[config.mk]
export PLATFORM = sky130hd
export DESIGN_NAME = counter_status_reporter_flat
export DESIGN_NICKNAME = d
export VERILOG_FILES = /design/src/rtl/counter_status_reporter_pkg.sv /design/src/rtl/counter_status_reporter_if.sv /design/src/rtl/counter_status_reporter_bin2bcd.sv /design/src/rtl/counter_status_reporter.sv /design/src/flat_wrapper.sv
export SDC_FILE = /design/constraint.sdc
export NUM_CORES = 1
export LEC_CHECK = 0
export BUFFER_PORTS_ARGS = -buffer_cell sky130_fd_sc_hd__buf_2
export CORE_ASPECT_RATIO = 1.2
export CORE_MARGIN = 8
export CORE_UTILIZATION = 40
export CTS_BUF_LIST = sky130_fd_sc_hd__clkbuf_2 sky130_fd_sc_hd__clkbuf_4 sky130_fd_sc_hd__clkbuf_8
export DETAILED_ROUTE_END_ITERATION = 6
export GPL_ROUTABILITY_DRIVEN = 0
export HOLD_SLACK_MARGIN = 0.12
export PLACE_DENSITY = 0.57
export SLEW_MARGIN = 20
export SYNTH_ARGS = -nofsm -noshare
export SYNTH_HDL_FRONTEND = slang
export SYNTH_SLANG_ARGS = --single-unit
[constraint.sdc]
create_clock -name clk -period 2 [get_ports clk]
set_input_delay 0 -clock clk [delete_from_list [all_inputs] [get_ports clk]]
set_output_delay 0 -clock clk [all_outputs]
set_load 0.02 [all_outputs]
[src/rtl/counter_status_reporter_pkg.sv]
// Shared types and constants for the counter status reporter.
// Holds the FSM state type, ASCII codes and message limits.
package counter_pkg;

    typedef enum logic [1:0] {IDLE, CONV, SEND} state_e;

    localparam logic [7:0] CH_E  = 8'h45;
    localparam logic [7:0] CH_M  = 8'h4D;
    localparam logic [7:0] CH_SP = 8'h20;
    localparam logic [7:0] CH_0  = 8'h30;
    localparam logic [7:0] CH_CR = 8'h0D;
    localparam logic [7:0] CH_LF = 8'h0A;

    localparam int unsigned MSG_LEN = 12;
    localparam int unsigned MAX_DEC = 9999;

    function automatic logic [7:0] digit_char(input logic [3:0] i_digit);
        return CH_0 + {4'h0, i_digit};
    endfunction

endpackage

[src/rtl/counter_status_reporter_if.sv]
// TX FIFO write-port bundle between the status reporter and the UART TX FIFO.
// Signal names are from the reporter's point of view.
interface counter_status_reporter_if;

    logic       o_tx_push;
    logic [7:0] o_tx_data;
    logic       i_tx_full;

    modport master (output o_tx_push, output o_tx_data, input i_tx_full);
    modport slave  (input o_tx_push, input o_tx_data, output i_tx_full);

endinterface

[src/rtl/counter_status_reporter_bin2bcd.sv]
// Sequential double-dabble: one shift-add-3 step per cycle, CNT_W cycles per conversion.
// Input must already be clamped to 9999 so four BCD digits suffice.
module bin2bcd_seq #(
    parameter int unsigned CNT_W = 14
) (
    input  logic             clk,
    input  logic             rst,
    input  logic             i_start,
    input  logic [CNT_W-1:0] i_bin,
    output logic             o_done,
    output logic [15:0]      o_bcd
);

    logic [CNT_W-1:0] r_bin;
    logic [15:0]      r_bcd;
    logic [3:0]       r_cnt;
    logic             r_busy;
    logic [15:0]      w_adj;

    always_comb begin
        w_adj = r_bcd;
        for (int i = 0; i < 4; i++) begin
            if (r_bcd[4*i +: 4] >= 4'd5) w_adj[4*i +: 4] = r_bcd[4*i +: 4] + 4'd3;
        end
    end

    // Done is flagged during the final step so the result is registered on the same edge.
    assign o_done = r_busy && (r_cnt == 4'(CNT_W - 1));
    assign o_bcd  = r_bcd;

    always_ff @(posedge clk or posedge rst) begin
        if (rst) begin
            r_bin  <= '0;
            r_bcd  <= '0;
            r_cnt  <= '0;
            r_busy <= 1'b0;
        end else if (i_start) begin
            r_bin  <= i_bin;
            r_bcd  <= '0;
            r_cnt  <= '0;
            r_busy <= 1'b1;
        end else if (r_busy) begin
            r_bcd  <= {w_adj[14:0], r_bin[CNT_W-1]};
            r_bin  <= r_bin << 1;
            r_cnt  <= r_cnt + 4'd1;
            if (o_done) r_busy <= 1'b0;
        end
    end

endmodule

[src/rtl/counter_status_reporter.sv]
// Snapshots counter status on request and streams "E<e> M<m> <dddd>\r\n" into the TX FIFO.
// FSM IDLE -> CONV (binary to BCD) -> SEND (one byte per non-full cycle) -> IDLE.
module counter_status_reporter
    import counter_pkg::*;
#(
    parameter int unsigned CNT_W       = 14,
    parameter bit          AUTO_REPORT = 1'b1
) (
    input  logic                       clk,
    input  logic                       rst,
    input  logic                       i_report,
    input  logic                       i_enable,
    input  logic                       i_mode,
    input  logic [CNT_W-1:0]           i_count,
    counter_status_reporter_if.master  tx_if,
    output logic                       o_busy
);

    state_e           r_state, w_next;
    logic             r_en_last, r_mode_last;
    logic             r_snap_e, r_snap_m;
    logic             r_pending;
    logic [3:0]       r_idx;
    logic             w_start, w_auto, w_done;
    logic [15:0]      w_bcd;
    logic [CNT_W-1:0] w_clamped;
    logic [7:0]       w_byte;

    assign w_auto    = AUTO_REPORT && ((i_enable != r_en_last) || (i_mode != r_mode_last));
    assign w_clamped = (32'(i_count) > MAX_DEC) ? CNT_W'(MAX_DEC) : i_count;

    bin2bcd_seq #(.CNT_W(CNT_W)) u_bcd (
        .clk     (clk),
        .rst     (rst),
        .i_start (w_start),
        .i_bin   (w_clamped),
        .o_done  (w_done),
        .o_bcd   (w_bcd)
    );

    always_comb begin
        w_byte = 8'h00;
        case (r_idx)
            4'd0:    w_byte = CH_E;
            4'd1:    w_byte = CH_0 + {7'd0, r_snap_e};
            4'd2:    w_byte = CH_SP;
            4'd3:    w_byte = CH_M;
            4'd4:    w_byte = CH_0 + {7'd0, r_snap_m};
            4'd5:    w_byte = CH_SP;
            4'd6:    w_byte = digit_char(w_bcd[15:12]);
            4'd7:    w_byte = digit_char(w_bcd[11:8]);
            4'd8:    w_byte = digit_char(w_bcd[7:4]);
            4'd9:    w_byte = digit_char(w_bcd[3:0]);
            4'd10:   w_byte = CH_CR;
            4'd11:   w_byte = CH_LF;
            default: w_byte = 8'h00;
        endcase
    end

    always_comb begin
        w_next          = r_state;
        w_start         = 1'b0;
        tx_if.o_tx_push = 1'b0;
        tx_if.o_tx_data = 8'h00;
        o_busy          = (r_state != IDLE);
        case (r_state)
            IDLE: begin
                w_start = i_report || r_pending || w_auto;
                if (w_start) w_next = CONV;
            end
            CONV: begin
                if (w_done) w_next = SEND;
            end
            SEND: begin
                if (!tx_if.i_tx_full) begin
                    tx_if.o_tx_push = 1'b1;
                    tx_if.o_tx_data = w_byte;
                    if (r_idx == 4'(MSG_LEN - 1)) w_next = IDLE;
                end
            end
            default: w_next = IDLE;
        endcase
    end

    always_ff @(posedge clk or posedge rst) begin
        if (rst) begin
            r_state     <= IDLE;
            r_en_last   <= 1'b1;
            r_mode_last <= 1'b0;
            r_snap_e    <= 1'b0;
            r_snap_m    <= 1'b0;
            r_pending   <= 1'b0;
            r_idx       <= '0;
        end else begin
            r_state <= w_next;
            if (w_start) begin
                r_snap_e    <= i_enable;
                r_snap_m    <= i_mode;
                r_en_last   <= i_enable;
                r_mode_last <= i_mode;
                r_pending   <= 1'b0;
                r_idx       <= '0;
            end else if (i_report && (r_state != IDLE)) begin
                r_pending <= 1'b1;
            end
            if (tx_if.o_tx_push) r_idx <= r_idx + 4'd1;
        end
    end

endmodule

[src/flat_wrapper.sv]
// flat-port wrapper written by rule: the top's interface ports become plain ports
module counter_status_reporter_flat import counter_pkg::*;
#(
    parameter int unsigned CNT_W       = 14,
    parameter bit          AUTO_REPORT = 1'b1
)
  (clk, rst, i_report, i_enable, i_mode, i_count, o_busy, tx_if_o_tx_push, tx_if_o_tx_data, tx_if_i_tx_full);
  counter_status_reporter_if tx_if_i ();
  input  logic clk;
  input  logic rst;
  input  logic i_report;
  input  logic i_enable;
  input  logic i_mode;
  input  logic [CNT_W-1:0] i_count;
  output logic o_busy;
  output wire logic [$bits(tx_if_i.o_tx_push)-1:0] tx_if_o_tx_push;
  output wire logic [$bits(tx_if_i.o_tx_data)-1:0] tx_if_o_tx_data;
  input wire logic [$bits(tx_if_i.i_tx_full)-1:0] tx_if_i_tx_full;
  assign tx_if_o_tx_push = tx_if_i.o_tx_push;
  assign tx_if_o_tx_data = tx_if_i.o_tx_data;
  assign tx_if_i.i_tx_full = tx_if_i_tx_full;
  counter_status_reporter #(.CNT_W(CNT_W), .AUTO_REPORT(AUTO_REPORT)) u_core (.clk(clk), .rst(rst), .i_report(i_report), .i_enable(i_enable), .i_mode(i_mode), .i_count(i_count), .tx_if(tx_if_i), .o_busy(o_busy));
endmodule
==> run summary, run 1 <==
status: completed
pwr/cell area: 1314 nW/um^2
FFs w/ async S/R, synth: 100.0%
Arr. time, crit path: 1.88 ns
layout cells sized above 1: 19.37%
first-pass GRT wire length: 10,810 um
setup violators final: 0
clock sink total: 45
RSZ-0062 raised after global routing: false
Mapped Nets: 337
Area Growth Syn to Fin: 20.94%
CP startpoint kind: flop
fin util: 49.06%
Die Wd: 91.42 um
drt via density: 5.221
# Max-Cap Violations: 0
fmax: 0.5316 GHz
Slew headroom: 61.50%
Yosys reg bits: 45
CP cell instances: buf_4, ha_2, buf_4, a22o_1, nand2_1, a21oi_1, o21a_1, buf_2
largest net degree at the start of global routing: 46
Cell variety after synth: 48
initial core utilization: 40.57%
Syn. warnings: 0
CP required: 2.00 ns
final WL: 6062 um
First-pass DRT Iterations: 4
vias in the first global route: 2,353
Tmin final: 1.881 ns
CP max FO: 8
HPWL Detailed: 4263 um
Rows: 33
Die Span Y: 106.5 um
top_reg_cell synth: dfrtp_1
die area: 9736 um^2
Clock Skew: 0.007794 ns
DR iter-0 viols: 118
worst hold-check path type: input port to asynchronous set/reset pin
final net count: 384
kind of critical path: flop to output pin
port bufs: 28
Worst path max stage delay: 0.40 ns
Gate Count Post-Synth: 303
global route total overflow: 0
Seq/Total Area, Yosys: 41.29%
Clock Pin Slew Worst Setup and Hold Paths: 0.09 ns
clock latency on the worst-skew pair: 0.30 ns
Total GRT Usage: 13.17%
antenna-violating nets left: 0
antenna violations before repair: 0
EDFF count, synth: 0
clock buffer depth: 2
CP endpoint kind: output pin
Most common cell on crit path: buf_4
CTS buffer count: 5
ant diodes: 0
Synth Cell Area: 2730 um^2
number of I/O pins: 30
Worst Hold Margin: 0.3738 ns
CTS root buf: clkbuf_8
area of the core: 6730 um^2
Synth Area per Inst: 9.010 um^2
Slew @ Worst Pin: 0.5775 ns
final max-slew violation count: 0
Leakage: 1.479 nW
routed len/inst: 13.84 um
crit path max-delay cell type: dfrtp_1
CTS tree: done
TNS Setup: 0 ns
period utilisation layout: 94.05%
H-tree depth: 2
routed vias: 2,287
Fin. Hold Viols: 0
DRC: 0
Max VDD drop: 0.7027 mV
==> cells by family after synthesis <==
family	count (synthesis)	synth area share [%]
simple gates	100	18.01
compound gates	85	20.72
flops	45	41.29
buf+inv	38	6.141
fa+ha+maj	14	6.416
mux	14	5.362
xor+xnor	6	1.925
other cells	1	0.1374
==> worst paths after layout <==
kind	start	end	slack, ns	cells past startpoint
worst max register to register	u_core.r_en_last$_DFFE_PP1P_	u_core.u_bcd.r_bin[8]$_DFFE_PP0P_	0.18	5
worst min register to register	u_core.r_state[1]$_DFFE_PP0P_	u_core.r_state[0]$_DFFE_PP0P_	0.51	1
worst max-delay path	u_core.r_idx[1]$_DFFE_PP0P_	tx_if_o_tx_data[2]	0.12	8
min in group clk	i_mode	u_core.r_snap_m$_DFFE_PP0P_	0.48	3
worst min-delay path	rst	u_core.r_pending$_DFFE_PP0P_	0.37	4
max in group asynchronous	rst	u_core.u_bcd.o_bcd[7]$_DFFE_PP0P_	1.23	4
==> where the power goes <==
group / internal, W / total (W) / leakage (nW) / switching [W]
Combinational: 0.000958 / 0.00206 / 0.871 / 0.00110
Sequential: 0.00131 / 0.00170 / 0.563 / 0.000390
Clock: 0.000249 / 0.000585 / 0.0445 / 0.000336
Total: 0.00251 / 0.00434 / 1.48 / 0.00183
==> registers in the layout, summed over array words and instances (netlist names) <==
name and cells:
u_core.r_pending 1, u_core.u_bcd.r_cnt 4, u_core.r_snap_e 1, u_core.u_bcd.r_busy 1, u_core.r_state 2, u_core.r_en_last 1, u_core.r_snap_m 1, u_core.u_bcd.r_bin 14
u_core.r_idx 4, u_core.u_bcd.o_bcd 16
==> layout make-up <==
type | instances | area [um^2]
flip-flops and latches | 45 | 1127
fillers | 653 | 3428
clock buffers | 5 | 68.82
clock inverters | 3 | 21.27
well taps | 87 | 108.9
multi-input cells | 220 | 1481
inverters | 19 | 71.32
repair buffers | 59 | 422.9
==> routing by layer <==
| layer | wire length, um | GRT usage, % |
|---|---|---|
| met5 | 0 | 0 |
| met4 | 74 | 3.400 |
| met3 | 209 | 3.312 |
| met2 | 2858 | 21.60 |
| met1 | 2919 | 16.81 |
==> critical path: cells and delay by family (launching register included) <==
kind                     cells  cell delay [ns]
AND/OR/NAND/NOR              1             0.07
buffers and inverters        3             0.47
AO/OA/AOI/OAI                3             0.45
flip-flops                   1             0.40
adder cells (fa/ha/maj)      1             0.19
==> what timing repair did <==
item / in CTS / in global routing
buffers inserted: 0 / 2
endpoints found under the hold margin: 65 / 0
gates resized for setup: 1 / 10
cloned: 0 / 0
hold buffers: 19 / 0
pin swaps: 0 / 2
setup endpoints to repair: 2 / 4
==> cell usage in the layout, fill, tap and decap left out, types with 3 or more instances in the layout <==
master / netlist / routed
dfrtp_1: 44 / 44
buf_2: 5 / 27
nor2_1: 24 / 23
nand2_1: 23 / 23
o21ai_0: 21 / 21
a21oi_1: 20 / 20
dlygate4sd3_1: 0 / 19
inv_1: 19 / 17
nand3_1: 16 / 16
buf_4: 1 / 13
ha_1: 14 / 10
mux2i_1: 9 / 9
a31oi_1: 9 / 9
a211oi_1: 7 / 7
or3_1: 7 / 7
and2_1: 6 / 6
nand2b_1: 5 / 5
mux2_2: 5 / 5
clkbuf_8: 0 / 5
xor2_1: 4 / 4
nor3_1: 4 / 4
a211oi_2: 4 / 4
o21a_1: 4 / 4
nand4_1: 3 / 3
nand3b_1: 3 / 3
a22oi_1: 3 / 3
==> metrics by stage <==
step	total power (W)	cell area, um^2	cells	setup WS (ns)
6_report	0.004339	3302	438	0.1190
2_1_floorplan	0.003213	2730	303	0.3856
4_1_cts	0.004325	3242	436	0.02884
5_1_grt	0.004790	3302	438	0.009507
3_5_place_dp	0.003705	2959	409	0.1927
3_3_place_gp	0.003632	2959	409	0.2352
==> synthesized netlist by cell type (9+ instances only) <==
cell       n  area share [%]
inv_1     19             2.6
nor2_1    24             3.3
ha_1      14             6.4
mux2i_1    9             3.3
o21ai_0   21             3.8
a21oi_1   20             3.7
clkbuf_1  10             1.4
nand2_1   23             3.2
nand3_1   16             2.9
dfrtp_1   44              40
a31oi_1    9             2.1
No activity file was read; power rests on OpenSTA's default activity.
==> inputs of run 2 (changes only) <==
- ABC_AREA: unset -> 1
==> run 2 against run 1 <==
  * First-iteration DRC count is 7.6% lower
  * Via count is 13% higher
  * Hold slack worse by 0.11 ns
  * Setup slack worse by 0.036 ns
  * Non-clock buffer count is 2 lower
  * Sequential share of layout area is 1.0 points lower
  * Design area is 3.1% higher
  * Combinational power is 8% higher
  * Sequential cell count stayed put
==> run summary, run 2 <==
status: completed
final max-slew violation count: 0 (unchanged)
fin util: 49.65% (+0.59 points)
Tmin final: 1.917 ns (+0.03616 ns)
Cell variety after synth: 30 (-38%)
global route total overflow: 0 (unchanged)
Gate Count Post-Synth: 384 (+27%)
mux cell area share after synthesis: 0% (-5.4 points)
r2r startpoint: u_core.r_en_last$_DFFE_PP1P_
Total GRT Usage: 14.72% (+1.5 points)
CP required: 2.00 ns (about the same)
CP cell instances: inv_1, ha_1, nand3_1, o22ai_2, nor2_1, a21oi_1, buf_2
First-pass DRT Iterations: 4 (unchanged)
H-tree depth: 2 (unchanged)
Area Growth Syn to Fin: 19.77%
post-synthesis adder-cell area fraction: 6.165% (-0.25 points)
antenna-violating nets left: 0 (unchanged)
CP startpoint kind: flop
setup violators final: 0 (unchanged)
Clock Skew: 0.008167 ns (+0.0003732 ns)
largest net degree at the start of global routing: 23 (-50%)
first-pass GRT wire length: 12,180 um (+13%)
post-synth top area cell: dfrtp_1
Syn. warnings: 0 (unchanged)
Rows: 33 (unchanged)
final net count: 473 (+23%)
routed vias: 2,590 (+13%)
Sw Ratio: 44.70% (+2.6 points)
Seq/Total Area, Yosys: 39.67% (-1.6 points)
Post-Synth Simple-Gate Area: 27.87% (+9.9 points)
Die Wd: 92.94 um (+1.7%)
CP max FO: 5 (-3)
Synth top area share: 38.75% (-1.6 points)
clock sink total: 45 (unchanged)
drt via density: 4.915 (-5.9%)
Die Span Y: 108.3 um (+1.7%)
Max VDD drop: 0.6187 mV (-12%)
routed len/inst: 13.08 um (-5.5%)
number of I/O pins: 30 (unchanged)
Clock Pin Slew Worst Setup and Hold Paths: 0.09 ns (about the same)
Synth top cells by count: 92 x nand2_1, 58 x inv_1, 44 x dfrtp_1, 33 x nor2_1, 33 x o21ai_0
Leakage: 1.702 nW (+15%)
FFs w/ async S/R, synth: 100.0% (unchanged)
clock latency on the worst-skew pair: 0.30 ns (about the same)
top cells by area, synth: dfrtp_1 39%, nand2_1 12%, inv_1 7.7%
Int Power: 0.002458 W (-2.2%)
die area: 10,070 um^2 (+3.4%)
most frequent cells in the layout: 92 x nand2_1, 57 x inv_1, 44 x dfrtp_1, 33 x o21ai_0, 32 x nor2_1
clock network fraction of total power: 13.9% (+0.4 points)
Slew headroom: 66.75% (+5.3 points)
# Max-Cap Violations: 0 (unchanged)
final WL: 6891 um (+14%)
TNS Setup: 0 ns (unchanged)
worst hold-check path type: input port to asynchronous set/reset pin
fmax: 0.5216 GHz (-1.9%)
clock buffer depth: 2 (unchanged)
Slew @ Worst Pin: 0.4980 ns (-0.07954 ns)
CP endpoint kind: output pin
Mapped Nets: 418 (+24%)
launch point of the worst path: u_core.r_idx[0]$_DFFE_PP0P_
vias in the first global route: 2,644 (+12%)
DR iter-0 viols: 109 (-7.6%)
Psw: 0.001987 W (+8.9%)
Worst path max stage delay: 0.42 ns (+0.02 ns)
EDFF count, synth: 0 (unchanged)
Fin. Hold Viols: 0 (unchanged)
commonest non-fill, non-tap cell in the layout: nand2_1
CTS tree: done
Arr. time, crit path: 1.92 ns (+0.04 ns)
DRC: 0 (unchanged)
HPWL Detailed: 5088 um (+19%)
Yosys reg bits: 45 (unchanged)
CTS root buf: clkbuf_8
final instance area: 3403 um^2 (+3.1%)
combinational share of power: 50.0% (+2.6 points)
layout cells sized above 1: 14.09% (-5.3 points)
area of the core: 6854 um^2 (+1.8%)
part of the power in registers: 36.1% (-3.0 points)
port bufs: 28 (unchanged)
xor and xnor area share after synthesis: 2.774% (+0.85 points)
most frequent cell after synthesis: nand2_1
compound-gate portion of the synthesized area: 13.12% (-7.6 points)
crit path max-delay cell type: dfrtp_1
largest family of logic cells by synthesized area: simple AND/OR/NAND/NOR gates
kind of critical path: flop to output pin
antenna violations before repair: 0 (unchanged)
FF-to-FF setup slack: 0.42 ns (+0.24 ns)
RSZ-0062 raised after global routing: true
top_reg_cell synth: dfrtp_1
ant diodes: 0 (unchanged)
period utilisation layout: 95.86% (+1.8 points)
Synth Area per Inst: 7.400 um^2 (-18%)
max FFs per register: 16 (unchanged)
Synth Cell Area: 2841 um^2 (+4.1%)
initial core utilization: 41.46% (+0.89 points)
pwr/cell area: 1306 nW/um^2 (-0.62%)
CTS buffer count: 5 (unchanged)
dpl cell area: 3092 um^2 (+4.5%)
## run 2: changes by cell type after synthesis, sizes merged, moves of 11 or more
cell / before / now
a211oi: 11 / 0
nand2: 23 / 95
inv: 19 / 59
nor2: 24 / 38
o21ai: 21 / 44
nand3: 16 / 32
## run 2: cell families (layout without fill, tap and decap cells)
family,after synthesis,after routing
fa+ha+maj,14,14
buf+inv,69,125
simple gates,177,177
xor+xnor,9,9
compound gates,69,69
flops,45,45
other cells,1,1
## run 2: timing repair
| item | 4_1_cts | 5_1_grt |
|---|---|---|
| setup endpoints to repair | 0 | 2 |
| resized for setup | 0 | 3 |
| hold buffers | 20 | 0 |
| buffers inserted | 0 | 0 |
| endpoints found under the hold margin | 42 | 0 |
## run 2: layer usage
metal	wire [um]	vias up	part of all wire (%)	global-route usage, %
met5	0	-	0	0
met4	150	0	2.2	5.882
met3	269	13	3.9	3.049
met2	3376	51	49	25.46
met1	3095	1194	45	17.39
li1	-	1332	-	-
## run 2: power groups by stage
| stage | Sequential (W) | Clock [W] | Combinational (W) |
|---|---|---|---|
| after CTS | 0.00161 | 0.000633 | 0.00222 |
| after detailed placement | 0.00162 | 0 | 0.00218 |
| after global routing | 0.00166 | 0.000662 | 0.00258 |
| final | 0.00161 | 0.000617 | 0.00222 |
| after floorplan | 0.00155 | 0 | 0.00169 |
| after global placement | 0.00161 | 0 | 0.00216 |
## run 2: area by class of cell
type                    count  area, um^2
multi-input cells         270        1436
repair buffers             57       407.9
fillers                   700        3451
clock buffers               8       97.59
well taps                  87       108.9
inverters                  60       225.2
flip-flops and latches     45        1127
## run 2: final timing paths
| kind | endpoint | cells after the start |
|---|---|---|
| worst max-delay path | tx_if_o_tx_data[0] | 7 |
| worst min-delay path | u_core.u_bcd.o_bcd[6]$_DFFE_PP0P_ | 3 |
| worst max register to register | u_core.r_idx[1]$_DFFE_PP0P_ | 7 |
| worst min register to register | u_core.u_bcd.o_bcd[5]$_DFFE_PP0P_ | 2 |
| max in group asynchronous | u_core.u_bcd.o_bcd[13]$_DFFE_PP0P_ | 4 |
| min in group clk | u_core.u_bcd.o_bcd[5]$_DFFE_PP0P_ | 2 |
## run 2: worst max-delay path, delay by kind of cell, from the launching register on
family	cells	cell delay (ns)
fa+ha+maj	1	0.21
compound gates	2	0.39
flops	1	0.42
buf+inv	2	0.29
simple gates	2	0.29
## run 2: stage by stage
stage	power (W)	hold slack, ns	std cells	setup WS [ns]
final	0.004444	0.2686	527	0.08286
after global routing	0.004898	0.3126	527	-0.008525
after CTS	0.004460	0.2818	527	0.06018
after detailed placement	0.003797	0.06304	499	0.4029
after global placement	0.003769	0.06356	499	0.4178
after floorplan	0.003241	0.04052	384	0.5364
